==> src/rtl/clkdiv_sched_pkg.sv <==
// Shared constants and config FSM encoding for the clock-divider scheduler.
package clkdiv_sched_pkg;

  localparam int DEF_NCH      = 4;
  localparam int DEF_BASE_DIV = 50;
  localparam int DEF_HW       = 16;

  typedef enum logic {
    ST_IDLE  = 1'b0,
    ST_APPLY = 1'b1
  } cfg_state_e;

endpackage

==> src/rtl/clkdiv_sched_if.sv <==
// Configuration request bus: requester is master, scheduler is slave.
interface clkdiv_sched_if
  import clkdiv_sched_pkg::*;
#(
  parameter int NCH = DEF_NCH,
  parameter int HW  = DEF_HW
);

  localparam int CW = (NCH > 1) ? $clog2(NCH) : 1;

  logic          cfg_valid;
  logic          cfg_ready;
  logic [CW-1:0] cfg_ch;
  logic [HW-1:0] cfg_half;
  logic          cfg_en;

  modport master (
    output cfg_valid, cfg_ch, cfg_half, cfg_en,
    input  cfg_ready
  );

  modport slave (
    input  cfg_valid, cfg_ch, cfg_half, cfg_en,
    output cfg_ready
  );

endinterface

==> src/rtl/clkdiv_sched_chan.sv <==
// One divided-clock channel: enable, half-period, tick counter and output phase.
module clkdiv_chan #(
  parameter int HW = 16
) (
  input  logic          clk,
  input  logic          rst_n,
  input  logic          base_tick,
  input  logic          cfg_wr,
  input  logic [HW-1:0] cfg_half,
  input  logic          cfg_en,
  output logic          clkout,
  output logic          tick
);

  logic          en_q, en_d;
  logic [HW-1:0] half_q, half_d;
  logic [HW-1:0] cnt_q, cnt_d;
  logic          clkout_q, clkout_d;
  logic          tick_q, tick_d;
  logic [HW:0]   cnt_inc;
  logic [HW:0]   half_eff;

  // A config write owns the channel for that cycle, even if a base tick lands on it.
  always_comb begin
    en_d     = en_q;
    half_d   = half_q;
    cnt_d    = cnt_q;
    clkout_d = clkout_q;
    tick_d   = 1'b0;
    cnt_inc  = {1'b0, cnt_q} + (HW+1)'(1);
    half_eff = (half_q == '0) ? (HW+1)'(1) : {1'b0, half_q};
    if (cfg_wr) begin
      en_d     = cfg_en;
      half_d   = cfg_half;
      cnt_d    = '0;
      clkout_d = 1'b0;
    end else if (base_tick && en_q) begin
      if (cnt_inc >= half_eff) begin
        cnt_d    = '0;
        clkout_d = ~clkout_q;
        tick_d   = 1'b1;
      end else begin
        cnt_d = cnt_inc[HW-1:0];
      end
    end
  end

  always_ff @(posedge clk or negedge rst_n) begin
    if (!rst_n) begin
      en_q     <= 1'b0;
      half_q   <= '0;
      cnt_q    <= '0;
      clkout_q <= 1'b0;
      tick_q   <= 1'b0;
    end else begin
      en_q     <= en_d;
      half_q   <= half_d;
      cnt_q    <= cnt_d;
      clkout_q <= clkout_d;
      tick_q   <= tick_d;
    end
  end

  assign clkout = clkout_q;
  assign tick   = tick_q;

endmodule

==> src/rtl/clkdiv_sched.sv <==
// Multi-channel clock divider: shared prescaler, config FSM, NCH channel instances.
module clkdiv_sched
  import clkdiv_sched_pkg::*;
#(
  parameter int NCH      = DEF_NCH,
  parameter int BASE_DIV = DEF_BASE_DIV,
  parameter int HW       = DEF_HW
) (
  input  logic            clkin,
  input  logic            rst,
  input  logic            clken,
  clkdiv_sched_if.slave   cfg,
  output logic [NCH-1:0]  clkout,
  output logic [NCH-1:0]  tick
);

  localparam int            PW       = $clog2(BASE_DIV);
  localparam int            CW       = (NCH > 1) ? $clog2(NCH) : 1;
  localparam logic [PW-1:0] PRE_LAST = PW'(BASE_DIV - 1);

  logic [PW-1:0] pre_q, pre_d;
  logic          base_tick;
  cfg_state_e    state_q, state_d;
  logic [CW-1:0] cap_ch_q, cap_ch_d;
  logic [HW-1:0] cap_half_q, cap_half_d;
  logic          cap_en_q, cap_en_d;

  always_comb begin
    pre_d     = pre_q;
    base_tick = 1'b0;
    if (clken) begin
      if (pre_q == PRE_LAST) begin
        pre_d     = '0;
        base_tick = 1'b1;
      end else begin
        pre_d = pre_q + PW'(1);
      end
    end
  end

  always_comb begin
    state_d    = state_q;
    cap_ch_d   = cap_ch_q;
    cap_half_d = cap_half_q;
    cap_en_d   = cap_en_q;
    case (state_q)
      ST_IDLE: begin
        if (cfg.cfg_valid) begin
          state_d    = ST_APPLY;
          cap_ch_d   = cfg.cfg_ch;
          cap_half_d = cfg.cfg_half;
          cap_en_d   = cfg.cfg_en;
        end
      end
      ST_APPLY: state_d = ST_IDLE;
      default:  state_d = ST_IDLE;
    endcase
  end

  always_ff @(posedge clkin or negedge rst) begin
    if (!rst) begin
      pre_q      <= '0;
      state_q    <= ST_IDLE;
      cap_ch_q   <= '0;
      cap_half_q <= '0;
      cap_en_q   <= 1'b0;
    end else begin
      pre_q      <= pre_d;
      state_q    <= state_d;
      cap_ch_q   <= cap_ch_d;
      cap_half_q <= cap_half_d;
      cap_en_q   <= cap_en_d;
    end
  end

  assign cfg.cfg_ready = (state_q == ST_IDLE);

  // Out-of-range channel indices match no instance, so the write is simply dropped.
  for (genvar i = 0; i < NCH; i++) begin : g_chan
    clkdiv_chan #(.HW(HW)) u_chan (
      .clk       (clkin),
      .rst_n     (rst),
      .base_tick (base_tick),
      .cfg_wr    ((state_q == ST_APPLY) && (cap_ch_q == CW'(i))),
      .cfg_half  (cap_half_q),
      .cfg_en    (cap_en_q),
      .clkout    (clkout[i]),
      .tick      (tick[i])
    );
  end

endmodule
==> src/flat_wrapper.sv <==
// flat-port wrapper written by rule: the top's interface ports become plain ports
module clkdiv_sched_flat import clkdiv_sched_pkg::*;
#(
  parameter int NCH      = DEF_NCH,
  parameter int BASE_DIV = DEF_BASE_DIV,
  parameter int HW       = DEF_HW
)
  (clkin, rst, clken, clkout, tick, cfg_cfg_valid, cfg_cfg_ch, cfg_cfg_half, cfg_cfg_en, cfg_cfg_ready);
  clkdiv_sched_if #(.NCH(NCH), .HW(HW)) cfg_i ();
  input  logic clkin;
  input  logic rst;
  input  logic clken;
  output logic [NCH-1:0] clkout;
  output logic [NCH-1:0] tick;
  input wire logic [$bits(cfg_i.cfg_valid)-1:0] cfg_cfg_valid;
  input wire logic [$bits(cfg_i.cfg_ch)-1:0] cfg_cfg_ch;
  input wire logic [$bits(cfg_i.cfg_half)-1:0] cfg_cfg_half;
  input wire logic [$bits(cfg_i.cfg_en)-1:0] cfg_cfg_en;
  output wire logic [$bits(cfg_i.cfg_ready)-1:0] cfg_cfg_ready;
  assign cfg_i.cfg_valid = cfg_cfg_valid;
  assign cfg_i.cfg_ch = cfg_cfg_ch;
  assign cfg_i.cfg_half = cfg_cfg_half;
  assign cfg_i.cfg_en = cfg_cfg_en;
  assign cfg_cfg_ready = cfg_i.cfg_ready;
  clkdiv_sched #(.NCH(NCH), .BASE_DIV(BASE_DIV), .HW(HW)) u_core (.clkin(clkin), .rst(rst), .clken(clken), .cfg(cfg_i), .clkout(clkout), .tick(tick));
endmodule
==> config.mk <==
export PLATFORM = sky130hd
export DESIGN_NAME = clkdiv_sched_flat
export DESIGN_NICKNAME = d
export VERILOG_FILES = /design/src/rtl/clkdiv_sched_pkg.sv /design/src/rtl/clkdiv_sched_if.sv /design/src/rtl/clkdiv_sched_chan.sv /design/src/rtl/clkdiv_sched.sv /design/src/flat_wrapper.sv
export SDC_FILE = /design/constraint.sdc
export NUM_CORES = 1
export LEC_CHECK = 0
export CELL_PAD_IN_SITES_DETAIL_PLACEMENT = 1
export CELL_PAD_IN_SITES_GLOBAL_PLACEMENT = 2
export CORE_MARGIN = 1.5
export CORE_UTILIZATION = 39
export DETAILED_ROUTE_END_ITERATION = 8
export PLACE_DENSITY = 0.76
export SETUP_SLACK_MARGIN = 0.1
export SLEW_MARGIN = 0
export SYNTH_ARGS = -nofsm -noshare
export SYNTH_HDL_FRONTEND = slang
export SYNTH_HIERARCHICAL = 1
export SYNTH_SLANG_ARGS = --single-unit
==> constraint.sdc <==
create_clock -name clkin -period 3.1 [get_ports clkin]
set_input_delay 0.62 -clock clkin [delete_from_list [all_inputs] [get_ports clkin]]
set_output_delay 0.62 -clock clkin [all_outputs]
set_load 0.05 [all_outputs]
* Yosys cells after proc, flatten, opt, wreduce, memory -nomap -nowiden
Index checks and enable logic that the tools add are counted.
Operators by class: add/sub/neg operators 5, $mul 0, divide/modulo/power cells 0, $lt $le $gt $ge 4, eq/ne operators 4, shift-type cells 0, multiplexer cells 45, bitwise logic cells 5, reductions and logical operators 26
Operators by type and width (count):
- 16-bit two-way mux | 16
- 16-bit by 1-bit adder with 17-bit output (second input constant) | 4
- 17-bit by 16-bit greater-or-equal comparator with 1-bit output | 4
- 16-bit logical NOT | 4
- 1-bit two-way mux | 27
- 2-bit nonzero test | 8
- 2-bit AND reduction | 5
- 1-bit logical AND | 8
- 6-bit by 1-bit adder with 6-bit output (second input constant) | 1
- 6-bit == test (second input constant) | 1
- 6-bit two-way mux | 1
- 1-bit inverter | 5
- 2-bit == test (second input constant) | 2
- 2-bit by 1-bit == test with 1-bit output (second input constant) | 1
- 2-bit logical NOT | 1
- 1-bit case mux with 2 select lines | 1
Word-level totals: register bits 166, bits in latches 0, memory bits (writable) 0, ROM bits 0, bits of input ports 23, logic and storage cells 114, memories 0

* Logic depth before layout (Yosys ltp)
Gate-level depths: netlist (run 1).
depth in word-level cells 6, gate-level depth with buffers 15

* Cells and area by module
The synthesis (run 1) kept the hierarchy.
By module, submodules not included:
- clkdiv_chan at u_core.g_chan[0].u_chan ... | times used 3, cells an instance 252, area an instance 2093.3 µm², sequential area each 875.8 µm²
- clkdiv_chan at u_core.g_chan[1].u_chan | times used 1, cells an instance 224, area an instance 2040.7 µm², sequential area each 875.8 µm²
- clkdiv_sched | times used 1, cells an instance 81, area an instance 1107.3 µm², sequential area each 650.6 µm²

* Worst setup path before layout (run 1)
Ideal clock, no wire load.
kind register to register, start register u_core.g_chan[1].u_chan.cnt_q[2], end register u_core.g_chan[1].u_chan.clkout_q, arrival time 2.682 ns, required time 3.022 ns, path slack 0.340 ns, stages on the path, launching flop included 13, path buffers 0, cells stage by stage dfrtp_1 nand3_1 nor3_1 nand3_1 or2_2 nand2_1 ha_1 nand3_1 nor3_1 o311ai_0 o2111a_2 or3_1 a21oi_1
On the way: cells in the longest elaborated chain, start to end 4
RTL lines:
- start: declaration | line clkdiv_sched_chan.sv:17 | logic [HW-1:0] cnt_q, cnt_d;
- start signal: assignment | line clkdiv_sched_chan.sv:58 | cnt_q <= cnt_d;
- 16-bit by 1-bit adder with 17-bit output | line clkdiv_sched_chan.sv:30 | cnt_inc = {1'b0, cnt_q} + (HW+1)'(1);
- 17-bit by 16-bit greater-or-equal comparator with 1-bit output | line clkdiv_sched_chan.sv:38 | if (cnt_inc >= half_eff) begin
- 2-bit nonzero test (no line)
- 2-bit AND reduction (no line)
- end signal: assignment | line clkdiv_sched_chan.sv:59 | clkout_q <= clkout_d;
- end: declaration | line clkdiv_sched_chan.sv:18 | logic clkout_q, clkout_d;
Every way passes these cells. A chain may end at the register's enable or synchronous reset.

* Worst setup path after layout (run 1)
start register u_core.g_chan[3].u_chan.cnt_q[0], end register u_core.g_chan[3].u_chan.clkout_q
On the way: cells in the longest elaborated chain, start to end 4
RTL lines (line):
- start: declaration | clkdiv_sched_chan.sv:17
- start signal: assignment | clkdiv_sched_chan.sv:58
- 16-bit by 1-bit adder with 17-bit output | clkdiv_sched_chan.sv:30
- 17-bit by 16-bit greater-or-equal comparator with 1-bit output | clkdiv_sched_chan.sv:38
- 2-bit nonzero test (no line)
- 2-bit AND reduction (no line)
- end signal: assignment | clkdiv_sched_chan.sv:59
- end: declaration | clkdiv_sched_chan.sv:18
Every way passes these cells.

==> metrics.yaml, run 1 <==
outcome: "completed"
wl_um: 26700
die_y_um: 158
worst_skew_pair.late_latency_ps: 430
skew_ps: 14.5
wl_per_cell_um: 17.9
grt_pass1_wl_um: 42700
start_util: 0.399
ys_warn_count: 6
gp_congestion: 0.773
placementRows: 56
yosys.area.top_type_share: 0.441
synth-seq-cells: 166
finalSetupViolCount: 0
tightestPinTransition_ps: 624
seqPwrFrac: 0.391
critPathLaunchType: "flip-flop"
finalHoldViolations: 0
antenna-diode-count: 0
end_kind: "flip-flop"
fin_nets: 1255
dr.pass1.iters: 5
hpwl_um: 19500
ys_dominant_reg_cell: "dfrtp_1"
clockBufferDepth: 2
antenna_found_initial: 0
drt_iter0_drc: 275
routed.top_layer: "met4"
syn_avg_cell_area_um2: 8.89
vias: 7898
rsz0062_at_grt: "yes"
antenna_left: 0
critical-path-slowest-cell: "dfrtp_1"
pwr-share-comb: 0.364
wl_met1_um: 12300
fillCellCount: 2777
ys_types: 48
ir_drop_mv: 0.357
hp-class: "input port to async pin"
die-area_um2: 25100
drive_gt1_frac: 0.192
crit_arrival_ps: 3300
clockPowerShare: 0.244
drc_errors: 0
clock-sinks: 166
power.density_nw_per_um2: 746
overflow: 0
yosys.area.top_type: "dfrtp_1"
grt_use_total: 0.223
syn_to_final_growth_pct: 22.4
synth_nets: 1154
synth.area.top_cells: "dfrtp_1 44%, ha_1 9.3%, nand2_1 7.7%"
p_sw_frac: 0.384
critPathMaxFanout: 10
cts.htree.levels: 4
p_sw_w: 0.00330
synth.yosys.seq_area_share: 0.441
fin_ws_ps: 158
ios: 32
root_buffer: "clkbuf_16"
required_ps: 3460
report.final.slew_viol_count: 0
numCtsBuffers: 17
io_buffers: 31
max-slew-margin-rel: 0.584
cts_tree: "built"
clk_pin_slew_ps: 70
wl_met2_um: 13500
pre_cts_slack_ps: -20.1
die_w_um: 158
route.met3.wl_um: 718
syn_inst: 1061
viasPerCell: 5.29
p_int_w: 0.00530
path_cells: "ha_2, nand4_1, nor2_4, nand4_1, xnor2_2, ha_1, o21ai_1, o21ai_1, o2111a_2, nor3_2, buf_6, or3_1, a21oi_1"
syn_area_um2: 9430
async_flop_share: 1.00
p_leak_nw: 5.25
synth_edf_count: 0
min_period_ps: 2940
fmax_mhz: 340
slowest_delay_ps: 410
grt_pass1_vias: 8185
period_share: 0.949
cts_hold_buf: 0
core_area_um2: 23600
grt_max_degree: 60
fin_setup_tns_ps: 0
crit_type: "flip-flop to flip-flop"
maxCapViolations: 0
whs_ps: 179
worst max-delay path: cells and delay by family (launching register included):
kind | cells | cell delay [ps]
AND/OR/NAND/NOR | 5 | 960
XOR/XNOR | 1 | 190
flip-flops | 1 | 410
adder cells (fa/ha/maj) | 2 | 530
buffers and inverters | 1 | 140
AO/OA/AOI/OAI | 4 | 650
power groups by stage:
| stage | Clock (W) | Combinational, W | Sequential, W |
|---|---|---|---|
| global route | 0.00223 | 0.00359 | 0.00346 |
| detailed placement | 0 | 0.00286 | 0.00339 |
| finish | 0.00210 | 0.00313 | 0.00337 |
| floorplan | 0 | 0.00188 | 0.00322 |
| global placement | 0 | 0.00278 | 0.00337 |
| CTS | 0.00216 | 0.00291 | 0.00336 |
worst paths after layout:
path / from / to / slack (ps) / cells past startpoint
setup / recovery: u_core/g_chan[3].u_chan/cnt_q[0] / u_core/g_chan[3].u_chan/clkout / 160 / 13
hold / removal: rst / u_core/g_chan[3].u_chan/cnt_q[13] / 180 / 1
setup reg to reg: u_core/g_chan[3].u_chan/cnt_q[0] / u_core/g_chan[3].u_chan/clkout / 160 / 13
hold reg to reg: u_core/g_chan[1].u_chan/half_q[0] / u_core/g_chan[1].u_chan/half_q[0] / 510 / 1
max in group asynchronous: rst / u_core/g_chan[1].u_chan/cnt_q[0] / 2220 / 2
min in group clkin: u_core/g_chan[1].u_chan/half_q[0] / u_core/g_chan[1].u_chan/half_q[0] / 510 / 1
synth_stat cells, types with 4 or more instances:
master / count
a21o_1: 6
a21oi_1: 63
a32o_1: 9
a41o_1: 4
and2_1: 4
buf_2: 4
clkbuf_1: 26
dfrtp_1: 166
ha_1: 70
inv_1: 100
mux2_2: 28
nand2_1: 193
nand2_2: 5
nand2b_1: 6
nand3_1: 55
nand3_2: 6
nand4_1: 32
nor2_1: 43
nor2_2: 10
nor2b_1: 4
nor3_1: 24
nor4_1: 15
o2111a_2: 4
o21ai_0: 82
o22ai_1: 30
or3_1: 5
xnor2_1: 17
xor2_1: 15
repair_timing:
item / CTS / global route
gates resized for setup: 5 / 60
setup buffers: 4 / 22
setup endpoints to repair: 8 / 62
pin swaps: 5 / 44
through the flow:
stage / area (um^2) / std cells / power (W) / utilization
detailed placement: 10500 / 1436 / 0.00625 / 0.444
global route: 11500 / 1494 / 0.00928 / 0.489
CTS: 11100 / 1472 / 0.00843 / 0.470
global placement: 10500 / 1436 / 0.00615 / 0.444
floorplan: 9430 / 1061 / 0.00509 / -
finish: 11500 / 1494 / 0.00860 / 0.489
area by class of cell:
class,count,area [um^2],area share
Clock buffer,23,458,0.0397
Clock inverter,9,103,0.00889
Inverter,100,375,0.0325
Multi-Input combinational cell,764,5050,0.437
Sequential cell,166,4160,0.361
Tap cell,319,399,0.0346
Timing Repair Buffer,113,996,0.0863
cells by family after synthesis:
family / share of synthesized area
muxes: 0.0334
buffers and inverters: 0.0531
and+or+nand+nor: 0.219
adders and majority gates: 0.0929
AOI/OAI and AO/OA: 0.132
xor gates and xnor gates: 0.0297
DFF: 0.441
layout by cell type (no fill, tap or decap), types with 32 or more instances in the layout:
cell type and count:
inv_1 98, nor2_1 36, o21ai_0 78, ha_1 64, buf_4 73, dfrtp_1 162
nand2_1 192, nand3_1 49, nand4_1 32, a21oi_1 57
layer usage:
metal	GRT usage	up-vias
li1	-	3903
met4	0.0467	0
met1	0.291	3912
met5	0	-
met2	0.387	70
met3	0.0378	13
sequential cells by signal, indices dropped and copies added (netlist names):
name and count:
u_core/g_chan.u_chan/cnt_q 64, u_core/g_chan.u_chan/half_q 64, u_core/cap_half_q 16, u_core/pre_q 6, u_core/g_chan.u_chan/clkout 4, u_core/g_chan.u_chan/en_q 4
u_core/g_chan.u_chan/tick 4, u_core/cap_ch_q 2, u_core/cap_en_q 1, u_core/state_q 1
(Power assumes the default switching activity.)
==> run 2, diff against run 1 <==
--- a/config.mk
+++ b/config.mk
@@ -8,12 +8,10 @@
 export CELL_PAD_IN_SITES_DETAIL_PLACEMENT = 1
 export CELL_PAD_IN_SITES_GLOBAL_PLACEMENT = 2
 export CORE_MARGIN = 1.5
-export CORE_UTILIZATION = 39
+export CORE_UTILIZATION = 41
 export DETAILED_ROUTE_END_ITERATION = 8
-export PLACE_DENSITY = 0.76
+export PLACE_DENSITY = 0.77
 export SETUP_SLACK_MARGIN = 0.1
-export SLEW_MARGIN = 0
 export SYNTH_ARGS = -nofsm -noshare
 export SYNTH_HDL_FRONTEND = slang
-export SYNTH_HIERARCHICAL = 1
 export SYNTH_SLANG_ARGS = --single-unit
==> metrics.yaml, run 2 <==
hp-class: "input port to async pin"
synth_common_cells: "166 x dfrtp_1, 125 x nand2_1, 73 x mux2_2"
p_leak_nw: 5.83  # +11%
syn_area_um2: 9600  # +1.8%
synth-seq-cells: 166  # unchanged
final_common_cell: "dfrtp_1"
ys_dominant_reg_cell: "dfrtp_1"
syn_avg_cell_area_um2: 9.83  # +11%
drc_errors: 0  # unchanged
start_util: 0.422  # +0.0223
critPathLaunchType: "flip-flop"
finalSetupViolCount: 0  # unchanged
yosys.area.top_type_share: 0.433  # -0.00798
drt_iter0_drc: 348  # +27%
top_regs: "u_core.g_chan.u_chan.cnt_q x64, u_core.g_chan.u_chan.half_q x64, u_core.cap_half_q x16"
synth.yosys.seq_area_share: 0.433  # -0.00798
vias: 7825  # -0.92%
skew_ps: 12.3  # -2.27 ps
crit_type: "flip-flop to flip-flop"
yosysMostFrequentCell: "dfrtp_1"
antenna-diode-count: 0  # unchanged
r2r-start: "u_core.g_chan[2].u_chan.cnt_q[1]"
clk_pin_slew_ps: 70  # about the same
core_area_um2: 22800  # -3.5%
fin_ws_ps: 88.2  # -69.6 ps
ir_drop_mv: 0.441  # +23%
clock-sinks: 166  # unchanged
overflow: 0  # unchanged
final_util: 0.549  # +0.0607
numCtsBuffers: 17  # unchanged
grt_pass1_wl_um: 44600  # +4.3%
viasPerCell: 5.46  # +3.4%
io_buffers: 31  # unchanged
antenna_found_initial: 0  # unchanged
outcome: "completed"
antenna_left: 0  # unchanged
finalHoldViolations: 0  # unchanged
ys_warn_count: 0  # -6
synth-xor-area-share: 0.0319  # +0.00220
max-slew-margin-rel: 0.330  # -0.254
yosys.area.top_type: "dfrtp_1"
synth.area.top_cells: "dfrtp_1 43%, ha_1 9.1%, mux2_2 8.6%"
synth_edf_count: 0  # unchanged
ys_types: 63  # +31%
end_kind: "flip-flop"
critPathLaunch: "u_core.g_chan[2].u_chan.cnt_q[1]"
rsz0062_at_grt: "yes"
tightestPinTransition_ps: 1010  # +382 ps
grt_use_total: 0.235  # +0.0124
power.density_nw_per_um2: 557  # -25%
die_w_um: 156  # -1.5%
cts.htree.levels: 4  # unchanged
maxCapViolations: 0  # unchanged
hpwl_um: 19200  # -1.1%
r2r_cells: 15  # +2
finalInstanceArea_um2: 12500  # +8.5%
pre_cts_slack_ps: -105  # -85.2 ps
placementRows: 55  # -1.8%
async_flop_share: 1.00  # unchanged
reg2reg_to: "u_core.g_chan[2].u_chan.cnt_q[6]"
synth.area.mux_share: 0.0877  # +0.0543
critPathMaxFanout: 7  # -3
grt_max_degree: 57  # -5.0%
synth_nets: 1070  # -7.3%
min_period_ps: 3010  # +69.6 ps
ios: 32  # unchanged
synth-simple-area-share: 0.182  # -0.0361
cts_hold_buf: 0  # unchanged
root_buffer: "clkbuf_16"
most-common-layout-cells: "163 x dfrtp_1, 109 x nand2_1, 104 x buf_4"
die-area_um2: 24300  # -3.1%
wl_um: 27700  # +3.8%
worst_skew_pair.late_latency_ps: 440  # about the same
syn_inst: 977  # -7.9%
crit_arrival_ps: 3320  # +20 ps
crit_path_end: "u_core.g_chan[2].u_chan.cnt_q[6]"
gp_congestion: 0.790  # +2.3%
synth_adder_area_share: 0.0912  # -0.00168
grt_pass1_vias: 8249  # +0.78%
period_share: 0.972  # +0.0225
cts_tree: "built"
clockBufferDepth: 2  # unchanged
synth_top_family_by_area: "simple AND/OR/NAND/NOR gates"
wl_per_cell_um: 19.3  # +8.3%
syn_to_final_growth_pct: 30.3
fmax_mhz: 332  # -2.3%
dr.pass1.iters: 4  # -1
synth_compound_area_frac: 0.126  # -0.00538
die_y_um: 156  # -1.5%
rrSetupSlack_ps: 90  # -70 ps
drive_gt1_frac: 0.329  # +0.137
report.final.slew_viol_count: 0  # unchanged
fin_nets: 1199  # -4.5%
required_ps: 3410  # -50 ps
place_area_um2: 10900  # +3.5%
[run 2: cell count changes after synthesis, sizes merged, moves of 23 or more]
cell   delta
a21oi    -36
inv      -28
mux2     +45
nand2    -72
nand3    -34
nor2     -23
o21ai    -34
o22ai    -28
[run 2: cell families (layout without fill, tap and decap cells)]
logic type / after synthesis / in the layout
AOI/OAI and AO/OA: 178 / 178
xor gates and xnor gates: 35 / 35
adders and majority gates: 70 / 70
buffers and inverters: 110 / 252
DFF: 166 / 166
muxes: 75 / 75
and+or+nand+nor: 343 / 343
[run 2: power by group]
part	internal, W	total [W]	switching (W)
Combinational	0.000815	0.00167	0.000852
Sequential	0.00265	0.00313	0.000479
Clock	0.00121	0.00217	0.000963
[run 2: per-stage QoR]
step / cells / setup TNS (ps) / power, W / hold slack (ps)
after floorplan: 977 / 0 / 0.00405 / 324
after global placement: 1369 / 0 / 0.00456 / 485
after detailed placement: 1369 / -668 / 0.00465 / 491
after CTS: 1426 / 0 / 0.00693 / 178
after global routing: 1432 / -415 / 0.00740 / 194
final: 1432 / 0 / 0.00697 / 165
[run 2: critical path, stage by stage (launching register included)]
cell      delay [ps]
dfrtp_1          400
ha_4             150
nand4_1          150
nor3_4           220
nand4_1          170
buf_4            180
nand2_4           70
nand2_4           50
ha_4             270
nand4_1          160
nor3_2           220
a211oi_2         120
nand4_1          240
buf_6            180
nor3_2            40
a221o_1          260
[run 2: worst min path at each step]
stage / cells after the start / from / slack (ps) / to
2_1_floorplan: 0 / rst / 320 / u_core.cap_ch_q[0]
3_3_place_gp: 2 / u_core.g_chan[1].u_chan.cnt_q[8] / 480 / u_core.g_chan[1].u_chan.cnt_q[8]
3_5_place_dp: 2 / u_core.g_chan[1].u_chan.cnt_q[8] / 490 / u_core.g_chan[1].u_chan.cnt_q[8]
4_1_cts: 1 / rst / 180 / u_core.g_chan[2].u_chan.cnt_q[15]
5_1_grt: 1 / rst / 190 / u_core.cap_half_q[15]
6_report: 1 / rst / 170 / u_core.g_chan[2].u_chan.cnt_q[14]
[run 2: final cells by class]
| type | count | area [um^2] |
|---|---|---|
| clock buffer | 21 | 480 |
| clock inverter | 11 | 115 |
| fill | 2441 | 10300 |
| inverter | 72 | 270 |
| multi-input combinational | 701 | 5820 |
| sequential | 166 | 4160 |
| tap | 313 | 392 |
| timing repair buffer | 148 | 1280 |
[run 2: metal layers]
| metal | vias to the layer above | track usage | wire length, um |
|---|---|---|---|
| met2 | 62 | 0.402 | 14000 |
| li1 | 3748 | - | - |
| met5 | - | 0 | 0 |
| met1 | 3992 | 0.316 | 12800 |
| met4 | 0 | 0.0472 | 339 |
| met3 | 23 | 0.0364 | 514 |
[run 2: what timing repair did]
| action | CTS | global route |
|---|---|---|
| setup endpoints to repair | 57 | 71 |
| setup buffers | 24 | 9 |
| pin swaps | 39 | 54 |
| hold endpoints to repair | 0 | 0 |
| gates cloned | 2 | 1 |
| gates resized for setup | 81 | 98 |
